==> src/rtl/mult_reg_datapath_if.sv <==
// rtl/mult_reg_datapath_if.sv - strobe, operand and display bus between multiplier FSM and datapath
interface mult_reg_datapath_if #(parameter int WIDTH = 8);
   logic             Clr_ld;
   logic             Shift;
   logic             Add;
   logic             Sub;
   logic [WIDTH-1:0] S;
   logic [WIDTH-1:0] Aval;
   logic [WIDTH-1:0] Bval;
   logic             X;
   logic             M;
   logic [6:0]       AhexU;
   logic [6:0]       AhexL;
   logic [6:0]       BhexU;
   logic [6:0]       BhexL;

   modport master (
      output Clr_ld, Shift, Add, Sub, S,
      input  Aval, Bval, X, M, AhexU, AhexL, BhexU, BhexL
   );

   modport slave (
      input  Clr_ld, Shift, Add, Sub, S,
      output Aval, Bval, X, M, AhexU, AhexL, BhexU, BhexL
   );
endinterface

==> src/rtl/mult_reg_datapath.sv <==
// rtl/mult_reg_datapath.sv - X/A/B registers, 9-bit add/sub and hex display for the shift-add multiplier
module mult_reg_datapath #(
   parameter int WIDTH          = 8,
   parameter bit HEX_ACTIVE_LOW = 1'b1
) (
   input  logic                  Clk,
   input  logic                  Reset,
   mult_reg_datapath_if.slave    bus
);

   logic [WIDTH-1:0] r_a;
   logic [WIDTH-1:0] r_b;
   logic             r_x;
   logic [WIDTH:0]   w_operand;
   logic [WIDTH:0]   w_sum;
   logic             w_arith;

   // Subtract as A + ~S + 1 on sign-extended operands; Sub overrides Add.
   assign w_arith   = bus.Add | bus.Sub;
   assign w_operand = bus.Sub ? ~{bus.S[WIDTH-1], bus.S} : {bus.S[WIDTH-1], bus.S};
   assign w_sum     = {r_a[WIDTH-1], r_a} + w_operand + {{WIDTH{1'b0}}, bus.Sub};

   always_ff @(posedge Clk or posedge Reset) begin
      if (Reset) begin
         r_a <= '0;
         r_b <= '0;
         r_x <= 1'b0;
      end else if (bus.Clr_ld) begin
         r_a <= '0;
         r_b <= bus.S;
         r_x <= 1'b0;
      end else if (w_arith && bus.Shift) begin
         r_x <= w_sum[WIDTH];
         r_a <= {w_sum[WIDTH], w_sum[WIDTH-1:1]};
         r_b <= {w_sum[0], r_b[WIDTH-1:1]};
      end else if (w_arith) begin
         r_x <= w_sum[WIDTH];
         r_a <= w_sum[WIDTH-1:0];
      end else if (bus.Shift) begin
         r_a <= {r_x, r_a[WIDTH-1:1]};
         r_b <= {r_a[0], r_b[WIDTH-1:1]};
      end
   end

   function automatic logic [6:0] f_hex(input logic [3:0] i_nib);
      logic [6:0] w_seg;
      case (i_nib)
         4'h0: w_seg = 7'b1000000;
         4'h1: w_seg = 7'b1111001;
         4'h2: w_seg = 7'b0100100;
         4'h3: w_seg = 7'b0110000;
         4'h4: w_seg = 7'b0011001;
         4'h5: w_seg = 7'b0010010;
         4'h6: w_seg = 7'b0000010;
         4'h7: w_seg = 7'b1111000;
         4'h8: w_seg = 7'b0000000;
         4'h9: w_seg = 7'b0010000;
         4'hA: w_seg = 7'b0001000;
         4'hB: w_seg = 7'b0000011;
         4'hC: w_seg = 7'b1000110;
         4'hD: w_seg = 7'b0100001;
         4'hE: w_seg = 7'b0000110;
         default: w_seg = 7'b0001110;
      endcase
      return HEX_ACTIVE_LOW ? w_seg : ~w_seg;
   endfunction

   assign bus.Aval  = r_a;
   assign bus.Bval  = r_b;
   assign bus.X     = r_x;
   assign bus.M     = r_b[0];
   assign bus.AhexU = f_hex(r_a[WIDTH-1 -: 4]);
   assign bus.AhexL = f_hex(r_a[3:0]);
   assign bus.BhexU = f_hex(r_b[WIDTH-1 -: 4]);
   assign bus.BhexL = f_hex(r_b[3:0]);

endmodule

==> src/flat_wrapper.sv <==
// flat-port wrapper written by rule: the top's interface ports become plain ports
module mult_reg_datapath_flat 
#(
   parameter int WIDTH          = 8,
   parameter bit HEX_ACTIVE_LOW = 1'b1
)
  (Clk, Reset, bus_Clr_ld, bus_Shift, bus_Add, bus_Sub, bus_S, bus_Aval, bus_Bval, bus_X, bus_M, bus_AhexU, bus_AhexL, bus_BhexU, bus_BhexL);
  mult_reg_datapath_if #(.WIDTH(WIDTH)) bus_i ();
  input  logic Clk;
  input  logic Reset;
  input wire logic [$bits(bus_i.Clr_ld)-1:0] bus_Clr_ld;
  input wire logic [$bits(bus_i.Shift)-1:0] bus_Shift;
  input wire logic [$bits(bus_i.Add)-1:0] bus_Add;
  input wire logic [$bits(bus_i.Sub)-1:0] bus_Sub;
  input wire logic [$bits(bus_i.S)-1:0] bus_S;
  output wire logic [$bits(bus_i.Aval)-1:0] bus_Aval;
  output wire logic [$bits(bus_i.Bval)-1:0] bus_Bval;
  output wire logic [$bits(bus_i.X)-1:0] bus_X;
  output wire logic [$bits(bus_i.M)-1:0] bus_M;
  output wire logic [$bits(bus_i.AhexU)-1:0] bus_AhexU;
  output wire logic [$bits(bus_i.AhexL)-1:0] bus_AhexL;
  output wire logic [$bits(bus_i.BhexU)-1:0] bus_BhexU;
  output wire logic [$bits(bus_i.BhexL)-1:0] bus_BhexL;
  assign bus_i.Clr_ld = bus_Clr_ld;
  assign bus_i.Shift = bus_Shift;
  assign bus_i.Add = bus_Add;
  assign bus_i.Sub = bus_Sub;
  assign bus_i.S = bus_S;
  assign bus_Aval = bus_i.Aval;
  assign bus_Bval = bus_i.Bval;
  assign bus_X = bus_i.X;
  assign bus_M = bus_i.M;
  assign bus_AhexU = bus_i.AhexU;
  assign bus_AhexL = bus_i.AhexL;
  assign bus_BhexU = bus_i.BhexU;
  assign bus_BhexL = bus_i.BhexL;
  mult_reg_datapath #(.WIDTH(WIDTH), .HEX_ACTIVE_LOW(HEX_ACTIVE_LOW)) u_core (.Clk(Clk), .Reset(Reset), .bus(bus_i));
endmodule
==> config.mk <==
export PLATFORM = sky130hd
export DESIGN_NAME = mult_reg_datapath_flat
export DESIGN_NICKNAME = d
export VERILOG_FILES = /design/src/rtl/mult_reg_datapath_if.sv /design/src/rtl/mult_reg_datapath.sv /design/src/flat_wrapper.sv
export SDC_FILE = /design/constraint.sdc
export NUM_CORES = 1
export LEC_CHECK = 0
export CAP_MARGIN = 20
export CORE_ASPECT_RATIO = 0.5
export CORE_MARGIN = 2
export CORE_UTILIZATION = 48
export DETAILED_ROUTE_END_ITERATION = 7
export PLACE_DENSITY_LB_ADDON = 0.1
export SKIP_CTS_REPAIR_TIMING = 1
export SLEW_MARGIN = 10
export SYNTH_ARGS = -nofsm -noshare
export SYNTH_HDL_FRONTEND = slang
export SYNTH_SLANG_ARGS = --single-unit
==> constraint.sdc <==
create_clock -name Clk -period 2.67 [get_ports Clk]
set_input_delay 0.534 -clock Clk [delete_from_list [all_inputs] [get_ports Clk]]
set_output_delay 0.534 -clock Clk [all_outputs]
set_load 0.005 [all_outputs]
Word-level counts from Yosys, hierarchy flattened
Memories as Yosys holds them, arrays and structs flattened. Cells that the tools add are included.

$add $sub $neg: 2. Eq/ne operators: 1. Multiplexer cells: 12. Bitwise gates (word level): 2. Reductions and logical operators: 5.

Operators by type and width (count): 8-bit two-way mux (8); 9-bit by 1-bit adder with 9-bit output (1); 9-bit adder (1); 9-bit two-way mux (1); 9-bit inverter (1); 3-bit nonzero test (2); 4-bit nonzero test (1); 1-bit two-way mux (3); 3-bit != test, second input constant (1); 2-bit AND reduction (1); 1-bit logical AND (1); 1-bit OR (1).

Register bits after elaboration: 17. ROM bits: 448. Output and inout bits: 46. Memories: 4.

Memory list: (no name shown) (depth 16, width 7, rd ports 1, clocked after memory_dff 0, write ports 0, line mult_reg_datapath.sv:47) `case (i_nib)`; (no name shown) (depth 16, width 7, rd ports 1, clocked after memory_dff 0, write ports 0, line mult_reg_datapath.sv:47); (no name shown) (depth 16, width 7, rd ports 1, clocked after memory_dff 0, write ports 0, line mult_reg_datapath.sv:47); (no name shown) (depth 16, width 7, rd ports 1, clocked after memory_dff 0, write ports 0, line mult_reg_datapath.sv:47).

Logic depth before layout (Yosys ltp)
Word-level depth: 7. Depth in mapped cells: 9. Depth with buffers taken out: 8.

Least setup slack after synthesis
OpenSTA, ideal clock, no wires.

Path type: input-to-reg. Start point: in bus_Sub. End point: reg u_core.r_a[4] (netlist: u_core.bus.Aval[4]). Library setup time: 0.115 ns. Arrival time: 2.293 ns. Data required time: 2.555 ns. Path slack: 0.262 ns. Stages: 8. Buffers on the path: 1. Path through: buf_4 -> xor2_1 -> ha_1 -> a21oi_1 -> o221ai_2 -> xor2_1 -> mux4_1 -> nor2b_4.

Cells in the longest elaborated chain, start to end: 6.

RTL lines: start: declaration (line flat_wrapper.sv:14) `input wire logic [$bits(bus_i.Sub)-1:0] bus_Sub;`; 9-bit two-way mux (line mult_reg_datapath.sv:20) `assign w_operand = bus.Sub ? ~{bus.S[WIDTH-1], bus.S} : {bus.S[WIDTH-1], bus.S};`; 9-bit adder (line mult_reg_datapath.sv:21) `assign w_sum = {r_a[WIDTH-1], r_a} + w_operand + {{WIDTH{1'b0}}, bus.Sub};`; 9-bit by 1-bit adder with 9-bit output (line mult_reg_datapath.sv:21); 8-bit two-way mux (line mult_reg_datapath.sv:36) `end else if (w_arith) begin`; 8-bit two-way mux (line mult_reg_datapath.sv:32) `end else if (w_arith && bus.Shift) begin`; 8-bit two-way mux (line mult_reg_datapath.sv:28) `end else if (bus.Clr_ld) begin`; end signal: assignment (line mult_reg_datapath.sv:34) `r_a <= {w_sum[WIDTH], w_sum[WIDTH-1:1]};`; end signal: assignment (line mult_reg_datapath.sv:38) `r_a <= w_sum[WIDTH-1:0];`; end signal: assignment (line mult_reg_datapath.sv:40) `r_a <= {r_x, r_a[WIDTH-1:1]};`; end: declaration (line mult_reg_datapath.sv:11) `logic [WIDTH-1:0] r_a;`.

Several ways; a longest one is shown, not always the timed one. A chain may end at the register's enable or synchronous reset.

Final worst setup path
Start point: in bus_S[0]. End point: reg u_core.r_a[4] (netlist: u_core.bus.Aval[4]).

Cells in the longest elaborated chain, start to end: 7.

RTL lines: start: declaration (line flat_wrapper.sv:15) `input wire logic [$bits(bus_i.S)-1:0] bus_S;`; 9-bit inverter (line mult_reg_datapath.sv:20); 9-bit two-way mux * (line mult_reg_datapath.sv:20); 9-bit adder * (line mult_reg_datapath.sv:21); 9-bit by 1-bit adder with 9-bit output * (line mult_reg_datapath.sv:21); 8-bit two-way mux (line mult_reg_datapath.sv:36); 8-bit two-way mux * (line mult_reg_datapath.sv:32); 8-bit two-way mux * (line mult_reg_datapath.sv:28).

Every way passes the cells marked *; elsewhere a longest branch is shown, timed or not.

==> impl_metrics.yaml <==
drt:
  ant_nets: 0
  drt-pass1-iter-count: 4
  drt_iter0_drc: 99
  routed_wl_um: 6060
  vias_per_cell: 5.34
  drc: 0
  drt-wirelength-per-cell_um: 13.9
  num_vias: 2333
sta:
  hold_viol: 0
  fin_tns_setup_ps: 0
  finClkSkew_ps: 3.04
  slew_headroom_pct: 55.8
  clock.fmax_mhz: 383
  worst_pin_slew_ps: 662
  period_share_pct: 97.8
  slew_viol_final: 0
  rsz0062_at_grt: "no"
  setup-violations-final: 0
  period_minus_slack_ps: 2610
final_layout:
  multi_input_area_um2: 1800
  area_growth_pct: 41.0
  stdcell_count: 437
  seq_area_um2: 430
  layout.nets: 420
  final_common_cell: "clkdlybuf4s50_1"
  layout_common_cells: "58 x clkdlybuf4s50_1, 41 x nand2_1, 32 x buf_4, 31 x ha_1, 29 x o21ai_0"
  nFillCells: 366
  utilization_pct: 72.3
  drive_above_1_share_pct: 17.8
  antenna_cells: 0
yosys:
  async_reset_ff_share_pct: 100
  synthCells: 295
  avgSynthCellArea_um2: 7.84
  yosysWarnings: 0
  netlist_area_um2: 2310
  synth_cell_types: 46
  yosys_register_bits: 17
  synth_edf_count: 0
  synthFlopType: "dfrtp_1"
  synth_nets: 343
  seq_area_frac_synth_pct: 18.4
floorplanning:
  num_io_pins: 60
  dieWidth_um: 102
  die_h_um: 53.1
  core_um2: 4510
  start_util_pct: 51.3
  die_area_um2: 5420
  num_rows: 17
power_and_ir_drop:
  p_seq_share_pct: 19.7
  peakVddDrop_uv: 486
  pwr-share-clk_pct: 9.1
  netSwitchingPower_mw: 0.880
  switching_share_pct: 40.9
  p_comb_share_pct: 71.1
  p_leak_nw: 1.46
  p_per_area_nw_per_um2: 659
  intPower_mw: 1.27
status:
  status: "finished, final reports clean"
clock_tree:
  tritoncts: "built"
  clock_sinks: 17
  clk_latency_ps: 260
  htree_levels: 1
  clock_path_buffers: 2
  numCtsBuffers: 3
  clkTransAtPathRegs_ps: 70
  clock-root-buffer: "clkbuf_8"
placed_design:
  placed_cells: 431
  gp_congestion: 0.933
  portBuffers: 59
  dpl.hpwl_um: 4660
critical_path:
  cp_slowest_cell: "clkdlybuf4s50_1"
  end_kind: "register"
  path_class: "primary input to register"
  crit_path_max_incr_delay_ps: 510
  crit_arrival_ps: 2740
  worstPathRequired_ps: 2800
  critPathMaxFanout: 2
  startpoint_type: "primary input"
  critical_path.cell_chain: "clkdlybuf4s50_1 -> mux2i_2 -> inv_1 -> fa_1 -> nand3_1 -> nand2_1 -> xor2_1 -> mux4_2 -> nor2b_4"
global_route:
  antenna_found_initial: 0
  overflow: 0
  grt_max_degree: 19
  grtUsageTotal_pct: 24.1
  grt_pass1_vias: 2262
  grt_pass1_wl_um: 10300
worst_hold_path:
  min_path_type: "register to register"
run:
  max-cap-violations: 0
## worst max-delay path: cells and delay by family
kind / cells / cell delay, ps
multiplexers: 2 / 710
buffers and inverters: 2 / 590
adder cells (fa/ha/maj): 1 / 410
AND/OR/NAND/NOR: 3 / 330
XOR/XNOR: 1 / 170
## cell families (layout without fill, tap and decap cells)
| family | after synthesis | count (layout) | synth area share, % |
|---|---|---|---|
| AND/OR/NAND/NOR | 95 | 95 | 19.6 |
| adder cells (fa/ha/maj) | 34 | 34 | 18.7 |
| XOR/XNOR | 12 | 12 | 4.54 |
| buffers and inverters | 36 | 112 | 6.27 |
| AO/OA/AOI/OAI | 79 | 79 | 21.0 |
| flip-flops | 17 | 17 | 18.4 |
| multiplexers | 22 | 22 | 11.5 |
## routing by layer
metal | vias up | global-route usage, % | part of all wire (%)
li1 | 1178 | - | -
met1 | 1077 | 29.8 | 47
met2 | 68 | 45.6 | 48
met3 | 10 | 3.83 | 4.7
met4 | 0 | 4.00 | 1.0
met5 | - | 0 | 0
## layout make-up
| class | count | share of cell area [%] |
|---|---|---|
| Sequential cell | 17 | 13.2 |
| Inverter | 16 | 1.84 |
| Clock buffer | 3 | 1.27 |
| Timing Repair Buffer | 92 | 25.9 |
| Clock inverter | 1 | 0.153 |
| Multi-Input combinational cell | 242 | 55.1 |
| Tap cell | 66 | 2.53 |
## final timing paths
path,startpoint,slack [ps],cells past startpoint,end
max,bus_S[0],60,9,u_core.bus.Aval[4]$_DFFE_PP0P_
min,u_core.bus.X$_DFFE_PP0P_,580,2,u_core.bus.X$_DFFE_PP0P_
max reg2reg,u_core.bus.Aval[3]$_DFFE_PP0P_,430,7,u_core.bus.Aval[4]$_DFFE_PP0P_
min reg2reg,u_core.bus.X$_DFFE_PP0P_,580,2,u_core.bus.X$_DFFE_PP0P_
max in group asynchronous,Reset,1540,2,u_core.bus.Aval[0]$_DFFE_PP0P_
min in group asynchronous,Reset,670,2,u_core.bus.Aval[5]$_DFFE_PP0P_
## power by group through the flow
stage / Combinational [mW] / Sequential [mW] / Clock [mW]
finish: 1.53 / 0.424 / 0.197
global route: 1.69 / 0.438 / 0.211
CTS: 1.51 / 0.417 / 0.200
detailed placement: 1.48 / 0.421 / 0
global placement: 1.46 / 0.419 / 0
floorplan: 0.821 / 0.392 / 0
## through the flow
stage	power [mW]	setup slack [ps]	hold slack [ps]	cell area (µm²)
final	2.15	58.0	577	3260
after floorplan	1.21	262	460	2310
after detailed placement	1.91	-227	561	3130
after global placement	1.88	-168	563	3130
after CTS	2.12	-25.3	587	3180
after global routing	2.34	1.32	644	3260
## state kept, by name, indices dropped and copies added (netlist names)
signal / flops
u_core.bus.Bval: 8
u_core.bus.X: 1
u_core.bus.Aval: 8
## cell usage after synthesis, types with 2 or more instances
library cell | number | area share [%]
xnor2_1 | 2 | 0.76
clkbuf_1 | 16 | 2.6
xor2_1 | 10 | 3.8
a211oi_1 | 4 | 1.3
buf_2 | 2 | 0.43
o22ai_1 | 4 | 1.1
nand3_1 | 4 | 0.87
or3_1 | 3 | 0.81
nor2_1 | 20 | 3.2
mux2i_1 | 17 | 7.4
nor3_1 | 3 | 0.65
nand3b_1 | 2 | 0.65
mux4_2 | 2 | 1.9
nor3b_1 | 2 | 0.65
nand2b_1 | 5 | 1.4
nor2b_1 | 5 | 1.4
buf_4 | 2 | 0.65
nand2_1 | 41 | 6.7
nand4_1 | 2 | 0.54
ha_1 | 33 | 18
a22o_1 | 4 | 1.5
a32o_1 | 2 | 0.87
dfrtp_1 | 17 | 18
o21ai_0 | 29 | 6.3
or3b_2 | 3 | 1.1
a31oi_1 | 6 | 1.6
inv_1 | 16 | 2.6
o211ai_1 | 2 | 0.65
o21a_1 | 3 | 0.97
a21oi_1 | 18 | 3.9
Power figures use the tool's default switching activity.
